## src/rtl/demux1_7_reg.sv

```systemverilog
// Registered 1-to-7 demultiplexer: steers a write into one of seven holding
// registers and reports strobes, sticky written flags, a write count and errors.
module demux1_7_reg #(
  parameter int WIDTH = 32
) (
  input  logic             clk,
  input  logic             reset,
  input  logic [2:0]       selector,
  input  logic [WIDTH-1:0] data_in,
  input  logic             wr_en,
  input  logic             clr_flags,
  output logic [WIDTH-1:0] data_0,
  output logic [WIDTH-1:0] data_1,
  output logic [WIDTH-1:0] data_2,
  output logic [WIDTH-1:0] data_3,
  output logic [WIDTH-1:0] data_4,
  output logic [WIDTH-1:0] data_5,
  output logic [WIDTH-1:0] data_6,
  output logic [6:0]       wr_strobe,
  output logic [6:0]       written,
  output logic [7:0]       wr_count,
  output logic             err_sel
);

  logic [WIDTH-1:0] regs [7];
  logic             accept;
  logic             illegal;
  logic [6:0]       dest_onehot;
  logic [6:0]       written_base;
  logic [7:0]       count_base;

  assign accept  = wr_en && (selector != 3'd7);
  assign illegal = wr_en && (selector == 3'd7);

  // Clear is applied before a same-cycle write, so the write builds on zeroed flags.
  always_comb begin
    dest_onehot  = 7'd0;
    written_base = written;
    count_base   = wr_count;
    if (accept) begin
      dest_onehot = 7'd1 << selector;
    end
    if (clr_flags) begin
      written_base = 7'd0;
      count_base   = 8'd0;
    end
  end

  always_ff @(posedge clk) begin
    if (reset) begin
      for (int i = 0; i < 7; i++) begin
        regs[i] <= '0;
      end
      wr_strobe <= 7'd0;
      written   <= 7'd0;
      wr_count  <= 8'd0;
      err_sel   <= 1'b0;
    end else begin
      for (int i = 0; i < 7; i++) begin
        if (accept && (selector == 3'(i))) begin
          regs[i] <= data_in;
        end
      end
      wr_strobe <= dest_onehot;
      err_sel   <= illegal;
      written   <= written_base | dest_onehot;
      if (accept && (count_base != 8'hFF)) begin
        wr_count <= count_base + 8'd1;
      end else begin
        wr_count <= count_base;
      end
    end
  end

  assign data_0 = regs[0];
  assign data_1 = regs[1];
  assign data_2 = regs[2];
  assign data_3 = regs[3];
  assign data_4 = regs[4];
  assign data_5 = regs[5];
  assign data_6 = regs[6];

endmodule

```

## config.mk

```make
export PLATFORM = sky130hd
export DESIGN_NAME = demux1_7_reg
export DESIGN_NICKNAME = d
export VERILOG_FILES = /design/src/rtl/demux1_7_reg.sv
export SDC_FILE = /design/constraint.sdc
export NUM_CORES = 1
export LEC_CHECK = 0
export CORE_ASPECT_RATIO = 1.25
export CORE_MARGIN = 2
export CORE_UTILIZATION = 25
export CTS_BUF_LIST = sky130_fd_sc_hd__clkbuf_4
export DETAILED_ROUTE_END_ITERATION = 7
export PLACE_DENSITY_LB_ADDON = 0.25
export SLEW_MARGIN = 20
export SYNTH_ARGS = -nofsm -noshare
export SYNTH_HDL_FRONTEND = slang
export SYNTH_SLANG_ARGS = --single-unit
```

## constraint.sdc

```tcl
create_clock -name clk -period 3.9 [get_ports clk]
set_clock_uncertainty 0.2 [all_clocks]
set_input_delay 0.975 -clock clk [delete_from_list [all_inputs] [get_ports clk]]
set_output_delay 0.975 -clock clk [all_outputs]
set_load 0.03 [all_outputs]
```

==> flow_metrics.tcl, run 1 <==
set metrics [dict create \
    outcome "finished clean" \
    grt_max_degree 42 \
    worst_slew_pin_slew_ns 0.972 \
    cts.root.buffer_cell "clkbuf_4" \
    grt_pass1_wl_um 39700 \
    syn_area_sq_mm 0.00873 \
    vias_per_cell 4.15 \
    regArea_sq_mm 0.00719 \
    synth_seq_cells 247 \
    die_h_um 213 \
    synth-simple-area-share_pct 13.4 \
    p_per_area_mw_per_mm2 476 \
    wl_per_cell_um 19.0 \
    synthToLayoutAreaGrowth_pct 50.0 \
    cts_setup_buffers 0 \
    hold_class "register to register" \
    yosys-top-cells-area "edfxtp_1, nor2_1, dfxtp_1, nand2_1, inv_2" \
    fp.coreArea_sq_mm 0.0344 \
    synthFlopType "edfxtp_1" \
    timing.critical_path.from_type "register" \
    synth.avg_cell_area_sq_um 14.2 \
    final_util_pct 38.0 \
    cp_top_family "buffers and inverters" \
    antenna_found_initial 3 \
    cp_cell_sequence "clkdlybuf4s50_1" \
    slowest_stage "clkdlybuf4s50_1" \
    clkSinkCount 247 \
    yosysSeqAreaShare_pct 82.3 \
    synth_top_area_share_pct 77.1 \
    dr.pass1.iters 4 \
    die_w_um 171 \
    setup_viol 0 \
    slew_viol_final 0 \
    fin_nets 999 \
    slowest_delay_ns 0.72 \
    drv_cap 0 \
    min_period_ns 2.96 \
    critPathArrivalTime_ns 1.78 \
    htreeDepth 3 \
    hold_viol 0 \
    rsz0062_at_grt "false" \
    synth_most_common_cell "edfxtp_1" \
    cts_tree "yes" \
    slew_headroom_pct 35.1 \
    synth_compound_area_share_pct 1.43 \
    finalCritPeriodShare_pct 75.8 \
    synth.distinct_cells 33 \
    fill_cells 3425 \
    die-area_sq_mm 0.0364 \
    synthArstFlopShare_pct 0 \
    final_antenna_net_count 0 \
    synth_edf_count 224 \
    post_cts_resized 0 \
    grt_overflow 0 \
    setup_ws_ns 0.944 \
    cts_inserted_buffers 66 \
    syn_nets 653 \
    yosysTopAreaCell "edfxtp_1" \
    critPathMaxFanout 6 \
    multiInputGateArea_sq_mm 0.00134 \
    grt.total_usage_pct 15.2 \
    dpl_worst_slack_ns 0.338 \
    cp-end-kind "primary output" \
    drc_errors 0 \
    gp_congestion 0.795 \
    netlist_instances 614 \
    setup_tns_ns 0 \
    wl_um 27900 \
    vdd_drop_max_v 0.000236 \
    power.leakage_nw 4.68 \
    cp.required_ns 2.72 \
    path_class "register to primary output" \
    synthTopCellsByCount "edfxtp_1, nor2_1, nand2_1, inv_2, clkbuf_1" \
    numPortBuffers 285 \
    synth_xor_area_share_pct 0 \
    clk_latency_ns 0.65 \
    drt_iter0_markers 315 \
    holdBufCountCts 0 \
    start_util_pct 25.4 \
    hpwl_um 18800 \
    clkTransAtPathRegs_ns 0.06 \
    rows 76 \
    route.vias.total 6110 \
    yosysWarnings 0 \
    clock.fmax_ghz 0.338 \
    synthAdderAreaFrac_pct 0 \
    drive_gt1_share_pct 16.9 \
    first_global_vias 6280 \
    muxShareOfSynthArea_pct 0 \
    io_pins 286 \
    synth_top_family_by_area "simple AND/OR/NAND/NOR gates" \
    clockBufferDepth 3 \
    finalPower_w 0.00624 \
    cp_num_buf_inv 1 \
]
worst min-delay path, stage by stage, from the launching register on:
cell	delay, ns
dfxtp_1	0.31
nand2b_1	0.06
a21oi_1	0.06
final timing paths:
| kind | end | cells after the start | startpoint | slack (ns) |
|---|---|---|---|---|
| min | written[3] | 2 | written[3] | 0.27 |
| max | wr_count[1] | 1 | wr_count[1] | 0.94 |
| max reg2reg | wr_count[1] | 4 | wr_count[6] | 2.28 |
| min reg2reg | written[3] | 2 | written[3] | 0.27 |
routing by layer:
metal / vias to the layer above / track usage [%] / share of wire (%)
met5: - / 0 / 0
met4: 0 / 7.95 / 4.1
met3: 57 / 4.99 / 7.8
met2: 285 / 25.0 / 49
met1: 2930 / 17.5 / 39
li1: 2838 / - / -
report_power, final:
group	switching [W]	leakage, nW	internal (W)
Sequential	0.0000544	2.35	0.00306
Clock	0.00104	0.476	0.00112
Combinational	0.000612	1.85	0.000346
layout by cell type (no fill, tap or decap), drive strengths merged, types with 2 or more instances in the layout:
cell type        n
a21boi           2
a21oi           10
and2b            2
and3             2
buf             21
clkbuf          96
clkdlybuf4s50  285
clkinv          12
dfxtp           23
diode            3
edfxtp         224
inv             35
nand2           47
nand2b           7
nand3            7
nand4            3
nor2           200
nor2b            3
nor3             2
nor3b            2
o21ai            4
o31ai            2
or3              2
logic make-up after synthesis:
group,Yosys count
AOI/OAI and AO/OA,21
buffers and inverters,62
DFF,247
and+or+nand+nor,284
layout make-up:
class | instances | share of cell area [%]
clock buffers | 96 | 5.50
flip-flops and latches | 247 | 54.9
inverters | 34 | 0.975
multi-input cells | 305 | 10.2
clock inverters | 13 | 0.420
repair buffers | 306 | 23.5
diodes | 3 | 0.0573
well taps | 468 | 4.47
stage by stage:
stage	cell area [sq um]	instances	hold slack, ns
6_report	13100	1472	0.272
3_3_place_gp	12300	1360	0.257
3_5_place_dp	12300	1360	0.269
5_1_grt	13100	1472	0.304
4_1_cts	13100	1469	0.274
2_1_floorplan	8730	614	0.397
flip-flops by register name, indices dropped and copies added, names as in the netlist:
| register | cells |
|---|---|
| err_sel | 1 |
| regs | 224 |
| wr_count | 8 |
| wr_strobe | 7 |
| written | 7 |
Note: power is estimated with default switching activity, not from simulation.
==> run 2, diff against run 1 <==
- clock period: 3.9 -> 2.9 ns (I/O delays scaled with it)
==> run 2 against run 1 <==
Final area increased by 0.95%. First-iteration DRC count increased by 31%. Final cell count increased by 0.54%. Core utilization increased by 0.36 points. Critical path type unchanged. Highest routed layer unchanged. Sequential power increased by 34%.
==> flow_metrics.tcl, run 2 (same netlist as run 1, synthesis figures left out) <==
set metrics [dict create \
    start_util_pct 25.4 \
    htreeDepth 3 \
    wl_um 28400 \
    switching_share_pct 27.4 \
    slowest_stage "clkdlybuf4s50_1" \
    grt_max_degree 35 \
    grt.total_usage_pct 15.5 \
    power_frac_seq_pct 49.7 \
    rsz0062_at_grt "false" \
    crit_start "wr_count[1]" \
    critPathArrivalTime_ns 1.78 \
    cts_tree "yes" \
    die_w_um 171 \
    post_cts_resized 0 \
    largest_reg_flops 224 \
    fp.coreArea_sq_mm 0.0344 \
    cp.required_ns 1.98 \
    cts_inserted_buffers 66 \
    outcome "finished clean" \
    path_class "register to primary output" \
    cp_num_buf_inv 1 \
    reg_top3 "regs x224, wr_count x8" \
    cts.root.buffer_cell "clkbuf_4" \
    die_h_um 213 \
    grt_pass1_wl_um 40300 \
    wl_per_cell_um 19.2 \
    setup_viol 0 \
    drive_gt1_share_pct 17.8 \
    clkTransAtPathRegs_ns 0.06 \
    holdBufCountCts 0 \
    hpwl_um 19200 \
    drt_iter0_markers 412 \
    clock.fmax_ghz 0.369 \
    gp_congestion 0.757 \
    antenna_found_initial 1 \
    cp_top_family "buffers and inverters" \
    drc_errors 0 \
    min_from "written[0]" \
    clkSinkCount 247 \
    slowest_delay_ns 0.71 \
    clockPowerShare_pct 34.7 \
    final_common_cell "clkdlybuf4s50_1" \
    min_period_ns 2.71 \
    r2r_start "wr_count[6]" \
    vdd_drop_max_v 0.000251 \
    timing.critical_path.from_type "register" \
    route.vias.total 6121 \
    top_register "regs" \
    dr.pass1.iters 5 \
    power.leakage_nw 4.75 \
    finalCritPeriodShare_pct 93.4 \
    fin_nets 1010 \
    rows 76 \
    regArea_sq_mm 0.00719 \
    cp_cell_sequence "clkdlybuf4s50_1" \
    hold_class "register to register" \
    setup_tns_ns 0 \
    grt_overflow 0 \
    clockBufferDepth 3 \
    fill_cells 3410 \
    multiInputGateArea_sq_mm 0.00134 \
    power.switching_w 0.00231 \
    synthToLayoutAreaGrowth_pct 51.4 \
    cts_setup_buffers 0 \
    io_pins 286 \
    clk_latency_ns 0.65 \
    vias_per_cell 4.14 \
    drv_cap 0 \
    final_antenna_net_count 0 \
    cellInternalPower_w 0.00612 \
    final_util_pct 38.4 \
    first_global_vias 6213 \
    critPathMaxFanout 6 \
    slew_headroom_pct 66.3 \
    hold_viol 0 \
    numPortBuffers 285 \
    cp-end-kind "primary output" \
    p_per_area_mw_per_mm2 637 \
    layout_common_cells "clkdlybuf4s50_1, edfxtp_1, nor2_1" \
    slew_viol_final 0 \
    worst_slew_pin_slew_ns 0.505 \
    comb_power_share_pct 15.6 \
    die-area_sq_mm 0.0364 \
]
run 2: cell types whose count changed in the layout (fill, tap and decap cells not counted), sizes merged:
cell    delta
buf       +11
diode      -2
clkinv     -4
clkbuf     +1
inv        +2
run 2: final cells by class:
cell class | count | area share, %
diodes | 1 | 0.0189
multi-input cells | 305 | 10.1
flip-flops and latches | 247 | 54.4
clock buffers | 97 | 5.51
repair buffers | 317 | 24.3
well taps | 468 | 4.43
inverters | 34 | 0.966
clock inverters | 11 | 0.331
run 2: per-layer routing:
layer / share of wire, % / up-vias / routed length (um) / global-route usage (%)
li1: - / 2848 / - / -
met1: 38 / 2954 / 10700 / 17.6
met2: 51 / 267 / 14500 / 26.6
met5: 0 / - / 0 / 0
met4: 2.6 / 0 / 727 / 6.28
met3: 8.7 / 52 / 2460 / 5.15
run 2: through the flow:
step | worst slack, ns | std cells | hold slack, ns | power, W | area (sq um)
floorplan | 0.137 | 614 | 0.397 | 0.00490 | 8730
global route | 0.0469 | 1480 | 0.297 | 0.00880 | 13200
CTS | 0.0955 | 1479 | 0.283 | 0.00858 | 13200
global placement | 0.201 | 1371 | 0.257 | 0.00559 | 12400
detailed placement | 0.172 | 1371 | 0.270 | 0.00560 | 12400
finish | 0.193 | 1480 | 0.280 | 0.00842 | 13200
run 2: path summary, 6_finish.rpt:
| kind | endpoint | slack (ns) | depth (start not counted) |
|---|---|---|---|
| max | wr_count[1] | 0.19 | 1 |
| min | written[0] | 0.28 | 2 |
| max reg2reg | wr_count[1] | 1.29 | 4 |
| min reg2reg | written[0] | 0.28 | 2 |
run 2: power groups by stage:
stage	clock (W)	combinational, W	sequential, W
final	0.00293	0.00131	0.00418
after global routing	0.00322	0.00137	0.00420
after CTS	0.00305	0.00134	0.00419
after detailed placement	0	0.00133	0.00426
after global placement	0	0.00133	0.00426
after floorplan	0	0.000157	0.00474
